===== src/rtl/seq_multiplier.sv =====
// rtl/seq_multiplier.sv - shift-add multiplier, one partial product per cycle, start/busy/done handshake.
// Optional SEQ_MULTIPLIER_MAC_EN adds port c and initialises the accumulator with it (a*b + c).
module seq_multiplier #(
  parameter int DATA_WIDTH = 8
) (
  input  logic                    clk,
  input  logic                    rst_n,
  input  logic                    start,
  input  logic [DATA_WIDTH-1:0]   a,
  input  logic [DATA_WIDTH-1:0]   b,
`ifdef SEQ_MULTIPLIER_MAC_EN
  input  logic [2*DATA_WIDTH-1:0] c,
`endif
  output logic                    busy,
  output logic                    done,
  output logic [2*DATA_WIDTH:0]   product
);

  localparam int PW = 2 * DATA_WIDTH + 1;
  localparam int CW = $clog2(DATA_WIDTH + 1);

  typedef enum logic [1:0] {
    S_IDLE = 2'd0,
    S_MULT = 2'd1,
    S_DONE = 2'd2
  } state_t;

  state_t                state;
  logic [PW-1:0]         acc;
  logic [PW-1:0]         a_sh;
  logic [DATA_WIDTH-1:0] b_sh;
  logic [CW-1:0]         cnt;
  logic [PW-1:0]         sum;
  logic [PW-1:0]         acc_init;

`ifdef SEQ_MULTIPLIER_MAC_EN
  assign acc_init = PW'(c);
`else
  assign acc_init = '0;
`endif

  // Accumulator value after this cycle's iteration; also the product on the last one.
  always_comb begin
    sum = acc;
    if (b_sh[0]) begin
      sum = acc + a_sh;
    end
  end

  assign busy = (state == S_MULT) || (state == S_DONE);

  always_ff @(posedge clk or negedge rst_n) begin
    if (!rst_n) begin
      state   <= S_IDLE;
      done    <= 1'b0;
      product <= '0;
      acc     <= '0;
      a_sh    <= '0;
      b_sh    <= '0;
      cnt     <= '0;
    end else begin
      done <= 1'b0;
      case (state)
        S_IDLE: begin
          if (start) begin
            a_sh  <= PW'(a);
            b_sh  <= b;
            acc   <= acc_init;
            cnt   <= CW'(DATA_WIDTH);
            state <= S_MULT;
          end
        end
        S_MULT: begin
          acc  <= sum;
          a_sh <= a_sh << 1;
          b_sh <= b_sh >> 1;
          cnt  <= cnt - 1'b1;
          if (cnt == CW'(1)) begin
            product <= sum;
            done    <= 1'b1;
            state   <= S_DONE;
          end
        end
        S_DONE: begin
          state <= S_IDLE;
        end
        default: begin
          state <= S_IDLE;
        end
      endcase
    end
  end

endmodule


===== config.mk =====
export PLATFORM = sky130hd
export DESIGN_NAME = seq_multiplier
export DESIGN_NICKNAME = d
export VERILOG_FILES = /design/src/rtl/seq_multiplier.sv
export SDC_FILE = /design/constraint.sdc
export NUM_CORES = 1
export LEC_CHECK = 0
export CORE_MARGIN = 5
export CORE_UTILIZATION = 44
export DETAILED_ROUTE_END_ITERATION = 8
export PLACE_DENSITY = 0.74
export SYNTH_ARGS = -nofsm -noshare
export SYNTH_HDL_FRONTEND = slang
export SYNTH_SLANG_ARGS = --single-unit

===== constraint.sdc =====
create_clock -name clk -period 3.28 [get_ports clk]
set_input_delay 0.656 -clock clk [delete_from_list [all_inputs] [get_ports clk]]
set_output_delay 0.656 -clock clk [all_outputs]
set_load 0.02 [all_outputs]

# == Word level (Yosys, flattened, before mapping) ==
# Cells that the tools add are included.
# word_totals
memories,0
latch_bits,0
ram_bits,0
output_inout_bits,19
mem_bits_ro,0
ff_bits,66
# op_classes
n_reduce_logical,6
n_bitwise,0
n_addsub,2
n_eq_ne,5
mul,0
magnitude_cmp,0
n_shift,0
n_div,0
mux,14
# op_table
op,count
$pmux W17 S2,2
$mux W17,3
$add A17 B17 Y17,1
$pmux W8 S2,1
$mux W8,1
$pmux W4 S2,1
$reduce_and A2 Y1,3
$eq A4 B1 Y1 const B,1
$mux W2,2
$mux W4,1
$pmux W2 S2,1
$sub A4 B1 Y4 const B,1
$eq A2 B1 Y1 const B,1
$eq A2 B2 Y1 const B,1
$logic_not A2 Y1,1
$mux W1,2
$ne A2 B1 Y1 const B,1
$ne A2 B2 Y1 const B,1
$reduce_bool A2 Y1,1
$logic_or A1 B1 Y1,1

# == Longest topological paths before layout ==
# depth
word_depth,3
ltp_mapped,9
depth_no_buf,9

# == Worst setup path after synthesis ==
# Ideal clock, no wire load.
# synth_path
kind,register -> register
start,register acc[0]
end,register product[16]
arrival_ps,2159
path_slack_ps,997
stages_incl_launch_ff,10
path_buffers,0
setup_time_ps,124
cell_sequence,dfrtp_1 > ha_1 > fa_1 > a211oi_1 > o21ai_2 > o2111ai_1 > nand3_1 > xor2_1 > and4_1 > nor3_1
# synth_between
elab_chain_cells,2
# synth_lines
item,line,rtl
"start, declared",29,logic [PW-1:0] acc;
"start signal, assigned",68,acc <= acc_init;
"start signal, assigned",74,acc <= sum;
$add A17 B17 Y17,46,sum = acc + a_sh;
$mux W17,45,if (b_sh[0]) begin
"end signal, assigned",79,product <= sum;
"end, declared",16,output logic [2*DATA_WIDTH:0] product
# No other way between the ends.
# A chain may end at the register's enable or synchronous reset.

# == Final worst setup path ==
# layout_path
start,register a_sh[0]
end,register product[16]
# layout_between
elab_chain_cells,2
# layout_lines
item,line,rtl
"start, declared",30,logic [PW-1:0] a_sh;
"start signal, assigned",66,a_sh <= PW'(a);
"start signal, assigned",75,a_sh <= a_sh << 1;
$add A17 B17 Y17,46,
$mux W17,45,
# No other way between the ends.

==> run summary <==
Largest area contributor in the netlist: dfrtp_1
Post-route worst setup slack: 0.765 ns
Leakage: 0.00199 uW
Synth warn: 0
Chip Width: 101 um
Mapped Nets: 413
Crit path kind: reg2reg
GPL Wtd Cong: 0.925
CP startpoint kind: flip-flop
Clock Skews: 0.0109 ns
FP Rows: 33
Core area: 8130 um^2
Synthesized area: 3630 um^2
Final hold vios: 0
Maxcap violations: 0
Root buf cell: clkbuf_8
Iteration-0 DRC Markers: 185
Combinational fraction of design power: 0.517
Worst r2r src: a_sh[0]
Fill count: 725
Critical Path AT: 2.76 ns
Largest cells by area after synthesis: dfrtp_1, ha_1, a21oi_1
FMAX: 398 MHz
Number of iterations in the first detailed-routing pass: 4
Part of the power in the clock network: 0.169
Maximum vdd drop: 443 uV
P&R area growth vs syn: 18.7%
Via-per-instance ratio: 5.91
Antenna violations before repair: 0
Commonest non-fill, non-tap cells in the layout: dfrtp_1, a21oi_1, nand2_1
Largest net degree at the start of global routing: 37
H-tree levels: 3
Critical path endpoint category: flip-flop
I/O pin count: 38
Internal power: 2570 uW
IO buf count: 37
Ant diodes: 0
RSZ-0062 raised after global routing: no
Commonest non-fill, non-tap cell in the layout: dfrtp_1
Mapped Avg Cell Area: 9.74 um^2
Clock Pin Slew Worst Setup and Hold Paths: 0.07 ns
CP max FO: 5
Post-synthesis sequential area ratio: 0.455
Hold-fix buffer count after cts: 0
Hold slack: 0.362 ns
Reg2reg end: product[16]
EDFF count, synth: 0
Vias after detailed routing: 3073
Synthesized instance count: 373
Final wirelength: 8790 um
Setup tns final: 0 ns
Cts bufs inserted: 9
Die Ht: 101 um
Main synth FF type: dfrtp_1
Postcts setup bufs: 0
Initial core utilization: 0.447
Share of cells above drive strength 1: 0.0843
DRC viols: 0
Minimum clock period: 2.52 ns
Remaining Overflow, GRT: 0
Die ar.: 10200 um^2
Post-layout util: 0.530
Synth unique cells: 48
# setup viols final: 0
Critical Path RT: 3.52 ns
CTS tree: done
Status: completed
Routed Antenna Nets: 0
Switching Fraction: 0.437
Final Cycle Share: 0.767
Post-layout net count: 450
Max incr delay on CP: 0.42 ns
Fraction of registers with async set/reset: 1.00
DP Wirelength: 6210 um
# resized after CTS: 0
Wire length per cell: 16.9 um
Final Instance Count excl. Fillers: 520
DP Cell Count: 504
Flops & latches, synth: 66
Yosys top cell area share: 0.455
Clock sinks: 66
Setup slack, reg-to-reg: 0.76 ns
Storage element area: 1650 um^2
Hold Crit Class: in2async
Area of the multi-input gates: 1850 um^2
Flop pwr share: 0.314
GRT Overall Usage: 0.187
Pwr dens: 1060 nW/um^2
Switching power: 1990 uW
Worst Reg2Reg Path Length in Cells: 9
Pre-CTS setup slack: 0.788 ns
Max-slew violation count: 0
Max-slew headroom: 0.419
Crit-path slowest cell: fa_1
Vias in the first global route: 3049
Worst skew pair latency: 0.36 ns
Crit path cell chain: ha_1 > fa_1 > a211oi_1 > o21ai_2 > o2111ai_1 > nand3_1 > xor2_1 > and4_1 > nor3_1
Global-route wire length before repair: 15000 um
Max clock buf depth: 2
Worst Tran Pin Value: 0.872 ns
per-layer routing:
layer / global-route usage / vias to the layer above / wire, um
li1: - / 1463 / -
met4: 0.0881 / 0 / 197
met5: 0 / - / 0
met3: 0.0415 / 21 / 412
met1: 0.251 / 1503 / 3960
met2: 0.285 / 86 / 4220
metrics by stage:
stage | total power [uW] | instance area (um^2)
floorplan | 3110 | 3630
global placement | 3700 | 4090
detailed placement | 3800 | 4090
CTS | 4580 | 4310
global route | 4910 | 4310
finish | 4560 | 4310
cell families (layout without fill, tap and decap cells):
kind of cell,count (synthesis),after routing,share of synthesized area
flops,66,66,0.455
simple gates,91,91,0.116
fa+ha+maj,21,21,0.0744
buf+inv,26,68,0.0362
xor+xnor,15,15,0.0362
compound gates,144,144,0.255
mux,10,10,0.0275
cell usage after synthesis (7+ instances only):
cell,instances
dfrtp_1,66
a21oi_1,40
nand2_1,38
o22ai_1,26
o21ai_0,25
ha_1,20
a22o_1,19
nor2_1,19
clkbuf_1,12
mux2i_1,10
xnor2_1,8
a21o_1,7
inv_1,7
o21ai_1,7
xor2_1,7
sequential cells by signal (all words and copies together), names as in the netlist:
register  count
product      17
done          1
b_sh          8
acc          17
a_sh         17
state         2
cnt           4
worst max-delay path: cells and delay by family, from the launching register on:
kind | cells | cell delay, ns
compound gates | 3 | 0.65
xor+xnor | 1 | 0.28
fa+ha+maj | 2 | 0.64
flops | 1 | 0.41
simple gates | 3 | 0.40
power groups by stage:
stage	registers, uW	logic, uW	clock network [uW]
after floorplan	1450	1660	0
after global placement	1430	2270	0
after detailed placement	1450	2350	0
after CTS	1440	2360	780
after global routing	1480	2610	817
final	1430	2360	769
worst max path at each step:
stage                        from           to  slack, ns  depth (start not counted)
after floorplan            acc[0]  product[16]        1.0                          9
after global placement     acc[0]  product[16]       0.85                          9
after detailed placement    start       acc[4]       0.79                          5
after CTS                 a_sh[0]  product[16]       0.78                          9
after global routing      a_sh[0]  product[16]       0.61                          9
final                     a_sh[0]  product[16]       0.76                          9
cell type report:
type,count,share of cell area
inverters,8,0.00696
clock buffers,11,0.0328
well taps,105,0.0305
flip-flops and latches,66,0.383
clock inverters,5,0.0180
repair buffers,44,0.0998
multi-input cells,281,0.429
Note: power is estimated with default switching activity, not from simulation.
